<file path="config.mk">
export PLATFORM = sky130hd
export DESIGN_NAME = dm_copy_engine
export DESIGN_NICKNAME = d
export VERILOG_FILES = /design/src/rtl/dm_copy_engine.sv
export SDC_FILE = /design/constraint.sdc
export NUM_CORES = 1
export LEC_CHECK = 0
export ABC_AREA = 0
export CELL_PAD_IN_SITES_DETAIL_PLACEMENT = 0
export CELL_PAD_IN_SITES_GLOBAL_PLACEMENT = 1
export CORE_MARGIN = 3
export CORE_UTILIZATION = 30
export DETAILED_ROUTE_END_ITERATION = 8
export PLACE_DENSITY_LB_ADDON = 0.1
export RECOVER_POWER = 50
export SLEW_MARGIN = 20
export SYNTH_ARGS = -nofsm -noshare
export SYNTH_HDL_FRONTEND = slang
export SYNTH_SLANG_ARGS = --single-unit
</file>
<file path="constraint.sdc">
create_clock -name clk -period 7.9 [get_ports clk]
set_input_delay 0.79 -clock clk [delete_from_list [all_inputs] [get_ports clk]]
set_output_delay 0.79 -clock clk [all_outputs]
set_load 0.05 [all_outputs]
</file>
<file path="src/rtl/dm_copy_engine.sv">
// Word-by-word memory-to-memory copy engine driving the single-port data memory.
// Every memory-side output comes straight from a flop; done/aborted decode the FIN state.
module dm_copy_engine #(
    parameter int LEN_W = 11
) (
    input  logic             clk,
    input  logic             reset,
    input  logic             start,
    input  logic             abort,
    input  logic [31:0]      src,
    input  logic [31:0]      dst,
    input  logic [LEN_W-1:0] len,
    output logic             busy,
    output logic             done,
    output logic             aborted,
    output logic [31:0]      dm_a,
    output logic [31:0]      dm_wd,
    output logic             dm_we,
    input  logic [31:0]      dm_rd
);

    typedef enum logic [1:0] {
        IDLE,
        READ,
        WRITE,
        FIN
    } state_t;

    state_t           state, state_n;
    logic [31:0]      sp, sp_n, dp, dp_n;
    logic [31:0]      a_n, wd_n;
    logic [LEN_W-1:0] cnt, cnt_n;
    logic             we_n, busy_n, abf, abf_n;

    always_ff @(posedge clk or posedge reset) begin
        if (reset) begin
            state <= IDLE;
            sp    <= '0;
            dp    <= '0;
            cnt   <= '0;
            dm_a  <= '0;
            dm_wd <= '0;
            dm_we <= 1'b0;
            busy  <= 1'b0;
            abf   <= 1'b0;
        end else begin
            state <= state_n;
            sp    <= sp_n;
            dp    <= dp_n;
            cnt   <= cnt_n;
            dm_a  <= a_n;
            dm_wd <= wd_n;
            dm_we <= we_n;
            busy  <= busy_n;
            abf   <= abf_n;
        end
    end

    always_comb begin
        state_n = state;
        sp_n    = sp;
        dp_n    = dp;
        cnt_n   = cnt;
        a_n     = dm_a;
        wd_n    = dm_wd;
        we_n    = 1'b0;
        busy_n  = busy;
        abf_n   = abf;
        case (state)
            IDLE: begin
                abf_n = 1'b0;
                if (start) begin
                    busy_n = 1'b1;
                    if (len != '0) begin
                        sp_n    = {src[31:2], 2'b00};
                        dp_n    = {dst[31:2], 2'b00};
                        cnt_n   = len;
                        a_n     = {src[31:2], 2'b00};
                        state_n = READ;
                    end else begin
                        state_n = FIN;
                    end
                end
            end
            READ: begin
                if (abort) begin
                    abf_n   = 1'b1;
                    state_n = FIN;
                end else begin
                    wd_n    = dm_rd;
                    a_n     = dp;
                    we_n    = 1'b1;
                    state_n = WRITE;
                end
            end
            WRITE: begin
                if (abort) begin
                    abf_n   = 1'b1;
                    state_n = FIN;
                end else begin
                    sp_n  = sp + 32'd4;
                    dp_n  = dp + 32'd4;
                    cnt_n = cnt - 1'b1;
                    // cnt==1 here means the word just written was the last one
                    if (cnt != LEN_W'(1)) begin
                        a_n     = sp + 32'd4;
                        state_n = READ;
                    end else begin
                        state_n = FIN;
                    end
                end
            end
            FIN: begin
                busy_n  = 1'b0;
                abf_n   = 1'b0;
                state_n = IDLE;
            end
            default: state_n = IDLE;
        endcase
    end

    assign done    = (state == FIN) && !abf;
    assign aborted = (state == FIN) && abf;

endmodule

</file>
==> results_dict.tcl <==
set metrics [dict create \
    ctsHtreeMaxLevel 4 \
    synth_ff_type "dfrtp_1" \
    synth_warnings 0 \
    pre_cts_ws_ps 3840 \
    grt_start_max_net_pins 100 \
    yosys.area.top_type "dfrtp_1" \
    ir_drop_mv 0.193 \
    syn_inst 936 \
    worstReg2RegEnd "dm_wd[0]$_DFFE_PP0P_" \
    hold_path_startpoint "dm_a[12]$_DFFE_PP0P_" \
    ios 179 \
    totalWireLength_microns 28300 \
    die_area_sq_um 29800 \
    setup_viol_count_final 0 \
    slew_headroom -0.994 \
    grt_usage 0.188 \
    grt_pass1_wl_microns 45000 \
    avgSynthCellArea_sq_um 8.89 \
    hold_depth 2 \
    synth_edf_count 0 \
    worstSkewPairLatency_ps 440 \
    busiest_layer "met2" \
    cap_violations 5 \
    yosysSeqAreaShare 0.418 \
    use_met1 0.266 \
    core_area_sq_um 27100 \
    crit_required_ps 7780 \
    synth_compound_area_frac 0.234 \
    tns_ps 0 \
    synth-simple-area-share 0.213 \
    use_met3 0.0314 \
    area_growth_pct 30.7 \
    fmax_mhz 203 \
    cts_tree "yes" \
    clk_path_buf_depth 2 \
    setup_ws_ps 2980 \
    yosys.area_share.adder 0.0150 \
    arrival_ps 4800 \
    layout-drive-gt1-share 0.0912 \
    ctsRootBufferMaster "clkbuf_16" \
    nets 1182 \
    synth_xor_area_frac 0.0137 \
    leakagePower_nw 4.13 \
    initial_core_util 0.307 \
    drtIter0Drc 429 \
    dp.final_hpwl_microns 19800 \
    cts-resized-gates 0 \
    dieHeight_microns 173 \
    n_antenna_cell 0 \
    clock_sinks 139 \
    drv_slew 211 \
    drcViolationCount 0 \
    portBuffers 174 \
    clk_pin_slew_ps 70 \
    crit_type "primary input to async pin" \
    yosys.cell_types.count 69 \
    min_period_ps 4920 \
    netlist_area_sq_um 8320 \
    rows 60 \
    gr-usage-met2 0.304 \
    dr.pass1.iters 5 \
    synth_top_family_by_area "compound AO/OA/AOI/OAI gates" \
    yosysTopAreaCellShare 0.418 \
    post_cts_buffers 0 \
    rr_worst_depth 6 \
    syn_nets 1057 \
    ant_nets 0 \
    grt_overflow 0 \
    mostFrequentLayoutCells "clkdlybuf4s50_1, dfrtp_1, nand2_1, a21oi_1, o21ai_0" \
    cts_buffers 17 \
    synth_mux_area_frac 0.0591 \
    routabilityCongestion 0.781 \
    powerDensity_nw_per_um2 506 \
    final_common_cell "clkdlybuf4s50_1" \
    avgRoutedWirePerCell_microns 19.6 \
    tightest_slew_ps 2990 \
    synth-seq-cells 139 \
    crit_fanout 50 \
    worstHoldPathType "register to register" \
    hold_viol_final 0 \
    vias 7810 \
    status "complete, but fails checks" \
    worstSetupEndpointType "async pin" \
    grt_pass1_vias 7580 \
    finalCritPeriodShare 0.622 \
    synth.area.top_cells "dfrtp_1, nand2_1, a21oi_1" \
    rsz0062_at_grt "false" \
    r2r_slack_ps 3690 \
    fin_skew_ps 14.8 \
    antenna_found_initial 0 \
    die_w_microns 173 \
    async_flop_share 1.00 \
    min_to "dm_a[12]$_DFFE_PP0P_" \
    violations "max-capacitance violations, max-slew violations" \
    ctsHoldBuffers 0 \
    drt-vias-per-instance 5.40 \
    r2r-start "state[1]$_DFFE_PP0P_" \
    cp-start-kind "primary input" \
]
synthesized netlist by cell type, types with 12 or more instances:
| master | number |
|---|---|
| and3_1 | 19 |
| o22ai_1 | 44 |
| mux2i_1 | 12 |
| nor2_1 | 41 |
| nand4_1 | 34 |
| clkbuf_1 | 44 |
| mux2_2 | 33 |
| dfrtp_1 | 139 |
| buf_2 | 23 |
| nand3_1 | 37 |
| a21oi_1 | 85 |
| inv_1 | 13 |
| o31ai_1 | 14 |
| o21ai_0 | 46 |
| nand2_1 | 118 |
| nor3_1 | 14 |
| a2bb2oi_1 | 39 |
worst max-delay path, cell delays in order:
cell           delay (ps)
dlygate4sd3_1         550
clkinvlp_2           1170
clkbuf_1             2190
cells by family after synthesis:
| kind of cell | count (synthesis) |
|---|---|
| fa+ha+maj | 10 |
| flops | 139 |
| compound gates | 298 |
| mux | 45 |
| buf+inv | 92 |
| xor+xnor | 13 |
| simple gates | 339 |
where the power goes:
group / leakage, nW / internal, W / total, W / switching, W
registers: 1.61 / 0.00109 / 0.00148 / 0.000388
clock network: 0.284 / 0.000428 / 0.000825 / 0.000397
logic: 2.24 / 0.00119 / 0.00321 / 0.00201
how the worst max path moves through the flow:
stage	slack, ps	endpoint	start	cells past startpoint
2_1_floorplan	3390	abf$_DFFE_PP0P_	reset	1
3_5_place_dp	3840	sp[31]$_DFFE_PP0P_	len[8]	7
3_3_place_gp	3820	sp[31]$_DFFE_PP0P_	len[9]	7
5_1_grt	2160	dm_a[31]$_DFFE_PP0P_	reset	3
6_report	2980	dm_wd[31]$_DFFE_PP0P_	reset	3
4_1_cts	4240	dm_a[6]$_DFFE_PP0P_	state[0]$_DFFE_PP0P_	9
sequential cells by signal, summed over array words and instances (netlist names):
register and count:
dm_a 31, dm_we 1, dp 30, state 2, abf 1, busy 1, cnt 11, sp 30
dm_wd 32
per-stage QoR:
stage | utilization | cells | hold WS, ps | area (sq um) | total power (W)
2_1_floorplan | - | 936 | 465 | 8320 | 0.00373
3_3_place_gp | 0.380 | 1414 | 463 | 10300 | 0.00470
3_5_place_dp | 0.380 | 1414 | 465 | 10300 | 0.00472
4_1_cts | 0.402 | 1446 | 481 | 10900 | 0.00557
5_1_grt | 0.401 | 1446 | 511 | 10900 | 0.00591
6_report | 0.401 | 1446 | 476 | 10900 | 0.00551
layout make-up:
type / instances / area, sq um
Multi-Input combinational cell: 705 / 4480
Timing Repair Buffer: 185 / 1810
Fill cell: 2760 / 16200
Clock buffer: 17 / 425
Sequential cell: 139 / 3480
Clock inverter: 15 / 175
Inverter: 13 / 50.0
Tap cell: 372 / 465
metal layers:
layer | wire, microns | vias up
met5 | 0 | -
met4 | 242 | 0
met3 | 1210 | 19
met2 | 13400 | 228
met1 | 13400 | 3810
li1 | - | 3753
(Power assumes the default switching activity.)
